File: config.mk
export PLATFORM = sky130hd
export DESIGN_NAME = from_nbit_packer
export DESIGN_NICKNAME = d
export VERILOG_FILES = /design/src/rtl/from_nbit_packer.sv
export SDC_FILE = /design/constraint.sdc
export NUM_CORES = 1
export LEC_CHECK = 0
export CAP_MARGIN = 15
export CORE_MARGIN = 1
export CORE_UTILIZATION = 50
export DETAILED_ROUTE_END_ITERATION = 8
export GPL_TIMING_DRIVEN = 1
export HOLD_SLACK_MARGIN = 0.05
export PLACE_DENSITY = 0.77
export SLEW_MARGIN = 15
export SYNTH_ARGS = -nofsm -noshare
export SYNTH_HDL_FRONTEND = slang
export SYNTH_SLANG_ARGS = --single-unit
File: constraint.sdc
create_clock -name clk -period 2.8 [get_ports clk]
set_clock_uncertainty 0.2 [all_clocks]
set_input_delay 0.28 -clock clk [delete_from_list [all_inputs] [get_ports clk]]
set_output_delay 0.28 -clock clk [all_outputs]
set_load 0.03 [all_outputs]
File: src/rtl/from_nbit_packer.sv
// Packs IN_W-bit input words into 1..MAX_LANES-lane output words, with the lane count chosen per word by dataS.
// Optional parity output is built when FROM_NBIT_PARITY_EN is defined.
module from_nbit_packer #(
  parameter int unsigned IN_W      = 8,
  parameter int unsigned MAX_LANES = 4,
  parameter int unsigned SEL_W     = 2
) (
  input  logic                      clk,
  input  logic                      rst,
  input  logic                      enb,
  input  logic [IN_W-1:0]           dataIn,
  input  logic                      validIn,
  output logic                      readyIn,
  input  logic [SEL_W-1:0]          dataS,
  output logic [IN_W*MAX_LANES-1:0] dataOut,
  output logic                      validOut,
  input  logic                      readyOut
`ifdef FROM_NBIT_PARITY_EN
  ,
  output logic                      parityOut
`endif
);

  localparam int unsigned OUT_W      = IN_W * MAX_LANES;
  localparam int unsigned LOG2_LANES = $clog2(MAX_LANES);
  localparam int unsigned CNT_W      = (LOG2_LANES < 1) ? 1 : LOG2_LANES;
  localparam int unsigned LANE_W     = $clog2(MAX_LANES + 1);

  typedef enum logic {
    IDLE = 1'b0,
    FILL = 1'b1
  } state_t;

  state_t              state;
  logic [CNT_W-1:0]    count;
  logic [LANE_W-1:0]   modeL;
  logic [LANE_W-1:0]   selL;
  logic [LANE_W-1:0]   curL;
  logic [OUT_W-1:0]    acc;
  logic [OUT_W-1:0]    nextWord;
  logic                lastBeat;
  logic                inBeat;
  logic                outBeat;

  // Lanes per word for a select value; selects past log2(MAX_LANES) clamp to MAX_LANES.
  function automatic logic [LANE_W-1:0] lanesFor(input logic [SEL_W-1:0] s);
    if (32'(s) >= LOG2_LANES) begin
      return LANE_W'(MAX_LANES);
    end
    return LANE_W'(1) << s;
  endfunction

  // The lane count is sampled from dataS only on the first beat of a word.
  assign selL     = lanesFor(dataS);
  assign curL     = (state == IDLE) ? selL : modeL;
  assign lastBeat = (LANE_W'(count) == (curL - LANE_W'(1)));

  // Only the beat that would complete a word stalls behind a held output.
  assign readyIn  = enb && !rst && !(validOut && !readyOut && lastBeat);
  assign inBeat   = validIn && readyIn;
  assign outBeat  = validOut && readyOut && enb;

  // First beat lands in the most significant used lane; later beats shift it up.
  assign nextWord = ((state == IDLE) ? {OUT_W{1'b0}} : (acc << IN_W)) | OUT_W'(dataIn);

  always_ff @(posedge clk or posedge rst) begin
    if (rst) begin
      state    <= IDLE;
      count    <= '0;
      modeL    <= '0;
      acc      <= '0;
      dataOut  <= '0;
      validOut <= 1'b0;
`ifdef FROM_NBIT_PARITY_EN
      parityOut <= 1'b0;
`endif
    end else begin
      if (inBeat) begin
        if (state == IDLE) begin
          modeL <= selL;
        end
        if (lastBeat) begin
          state <= IDLE;
          count <= '0;
          acc   <= '0;
        end else begin
          state <= FILL;
          count <= count + CNT_W'(1);
          acc   <= nextWord;
        end
      end

      // A completing beat overwrites the output even while it is being consumed.
      if (inBeat && lastBeat) begin
        dataOut  <= nextWord;
        validOut <= 1'b1;
`ifdef FROM_NBIT_PARITY_EN
        parityOut <= ^nextWord;
`endif
      end else if (outBeat) begin
        validOut <= 1'b0;
      end
    end
  end

endmodule

==> impl_metrics.yaml <==
power:
  leakage_uw: 0.001598
  combPwrFrac: 0.422
  p_per_area_mw_per_mm2: 1112
  power_frac_clock: 0.217
  vdd_ir_drop_max_uv: 656.9
  p_sw_uw: 1441
  p_seq_frac: 0.361
  power.internal_uw: 2552
  power.total_uw: 3992
  switching_share: 0.3609
detailed_routing:
  avgRoutedWirePerCell_um: 13.95
  ant_nets: 0
  drt-vias-per-instance: 5.230
  drtPass1Iterations: 4
  vias: 1956
  drt_iter0_markers: 141
  route.detailed.drc: 0
  drt-total-wl_mm: 5.216
grt:
  overflow: 0
  antenna_found_initial: 0
  track_usage: 0.2187
  grt_max_degree: 64
  grt_pass1_wl_mm: 8.901
  grt_pass1_vias: 1962
timing:
  fmax_mhz: 375.6
  slew-limit-headroom: 0.4908
  timing_hold_violations_final: 0
  finalCritPeriodShare: 0.9508
  whs_ns: 0.2783
  setup_viol: 0
  worst_slack_ns: 0.1378
  maxSlewViolCount: 0
  worst-slew-pin-transition_ns: 0.7637
  fin_crit_ns: 2.662
  rsz0062_at_grt: "false"
placed_design:
  dp_cells: 355
  place_ws_ns: -0.04758
  io_buffers: 48
  gp_congestion: 0.8716
  dp_hpwl_mm: 3.468
floorplan:
  die_w_um: 74.39
  core_mm2: 0.004880
  num_io_pins: 49
  row_count: 25
  die_y_um: 74.39
  die_area_mm2: 0.005534
  start_util: 0.5369
logic_synthesis:
  synth.avg_cell_area_um2: 11.20
  netlist_area_mm2: 0.002620
  synth_seq_area_share: 0.6017
  ys.warnings.count: 0
  netlist.top_cell.by_area: "dfrtp_1"
  synth.area.top_cells: "dfrtp_1 (60%), a22o_1 (8.4%), nand2_1 (7.7%), o21ai_0 (4.2%), mux2_2 (3.9%)"
  ys_seq_elements: 63
  post_synth_inst_count: 234
  synth_top_cell_area_share: 0.6017
  synth_cell_type_count: 38
  synth_fp_nets: 250
layout:
  drive_gt1_frac: 0.2020
  num-nets-final: 318
  fin_cells: 374
  antenna_cells: 0
  syn_to_final_growth_pct: 37.01
setup_path:
  crit_type: "reg2out"
  end_kind: "output port"
  cp_data_arrival_time_ns: 2.18
  critPathRequiredTime_ns: 2.32
  startpoint_type: "flop"
  cp_max_fo: 4
  rrSetupSlack_ns: 0.19
cts:
  clk_pin_slew_ns: 0.07
  numCtsBuffers: 9
  clock_path_buffers: 2
  ctsHoldBuffers: 0
  htreeDepth: 3
  clock-sinks: 63
  insertion_delay_ns: 0.33
  cts_tree: "done"
  cts_root_buf: "clkbuf_8"
hold_path:
  holdCritPathClass: "reg2reg"
status:
  status: "completed"
run:
  cap_violations: 0
## cells in the final DEF, fill, tap and decap left out, types with 3 or more instances in the layout
cell type | netlist | routed
o21ai_1 | 5 | 5
mux2_2 | 9 | 9
buf_4 | 5 | 22
mux2i_1 | 3 | 3
nor2_1 | 5 | 4
nand2_1 | 54 | 54
o21ai_0 | 22 | 22
clkdlybuf4s50_1 | 0 | 47
dfrtp_1 | 63 | 63
buf_12 | 0 | 3
clkbuf_8 | 0 | 10
a22o_1 | 25 | 25
## logic make-up (layout without fill, tap and decap cells)
kind of cell               after synthesis  in the layout  synth area share
buffers and inverters                   18             91           0.03964
muxes                                   12             12           0.05014
DFF                                     63             63            0.6017
and+or+nand+nor                         74             74            0.1237
xor gates and xnor gates                 3              3           0.01003
AOI/OAI and AO/OA                       63             63            0.1700
adders and majority gates                1              1          0.004775
## registers in the layout, indices dropped and copies added, names as in the netlist
name / cells
validOut: 1
modeL: 3
state: 1
dataOut: 32
acc: 24
count: 2
## metal layers
layer | up-vias | wire [µm] | track usage
met4 | 0 | 102 | 0.1279
met1 | 928 | 2509 | 0.3062
met3 | 12 | 269 | 0.05149
met2 | 56 | 2335 | 0.3123
li1 | 960 | - | -
met5 | - | 0 | 0
## synth_stat cells (all sizes together)
| cell type | number |
|---|---|
| xor2 | 2 |
| inv | 3 |
| mux2 | 9 |
| mux2i | 3 |
| buf | 9 |
| dfrtp | 63 |
| nand3 | 1 |
| nand3b | 1 |
| and3 | 2 |
| nor3b | 1 |
| clkbuf | 6 |
| and2b | 1 |
| nor2b | 2 |
| o22a | 1 |
| nor3 | 1 |
| nor2 | 5 |
| a31oi | 1 |
| a21boi | 1 |
| o211ai | 1 |
| nand2 | 54 |
| nand2b | 2 |
| xnor2 | 1 |
| a22oi | 1 |
| nor4b | 1 |
| a22o | 25 |
| and2 | 2 |
| o21ba | 1 |
| or2 | 1 |
| a221oi | 1 |
| ha | 1 |
| o21ai | 28 |
| o2111ai | 1 |
| o21a | 1 |
| a21oi | 1 |
## final timing paths
kind / from / endpoint / cells after the start
worst max-delay path: modeL[0] / readyIn / 8
worst min-delay path: dataOut[21] / dataOut[21] / 2
worst max register to register: modeL[0] / acc[18] / 10
worst min register to register: dataOut[21] / dataOut[21] / 2
max in group asynchronous: rst / modeL[1] / 3
min in group asynchronous: rst / modeL[2] / 3
## power by group through the flow
stage	sequential, µW	clock [µW]	combinational [µW]
final	1440	865	1680
after global placement	1440	0	1540
after CTS	1440	884	1630
after detailed placement	1450	0	1570
after floorplan	1730	0	635
after global routing	1480	920	1820
## worst max-delay path, cell delays in order (launching register included)
cell	delay, ns
dfrtp_1	0.37
and2b_2	0.26
or2_4	0.27
ha_4	0.28
xor2_2	0.17
o211ai_2	0.13
nor2_2	0.16
nor3b_2	0.06
buf_4	0.17
## through the flow
stage                 util  setup TNS, ns  instance area (µm²)
floorplan                -              0                 2629
global placement    0.6785              0                 3311
detailed placement  0.6785        -0.9424                 3311
CTS                 0.7292              0                 3558
global route        0.7356              0                 3590
finish              0.7356              0                 3590
## repair_timing
action,CTS,global route
setup buffers,1,2
gates resized for setup,3,4
endpoints found under the setup margin,1,1
pin swaps,1,1
## cell type report
| cell class | count | area [µm²] |
|---|---|---|
| clock buffer | 11 | 141.4 |
| clock inverter | 5 | 81.33 |
| sequential | 63 | 1577 |
| tap | 67 | 83.83 |
| multi-input combinational | 153 | 996.0 |
| fill | 368 | 1290 |
| inverter | 3 | 15.01 |
| timing repair buffer | 72 | 695.7 |
Note: power is estimated with default switching activity, not from simulation.
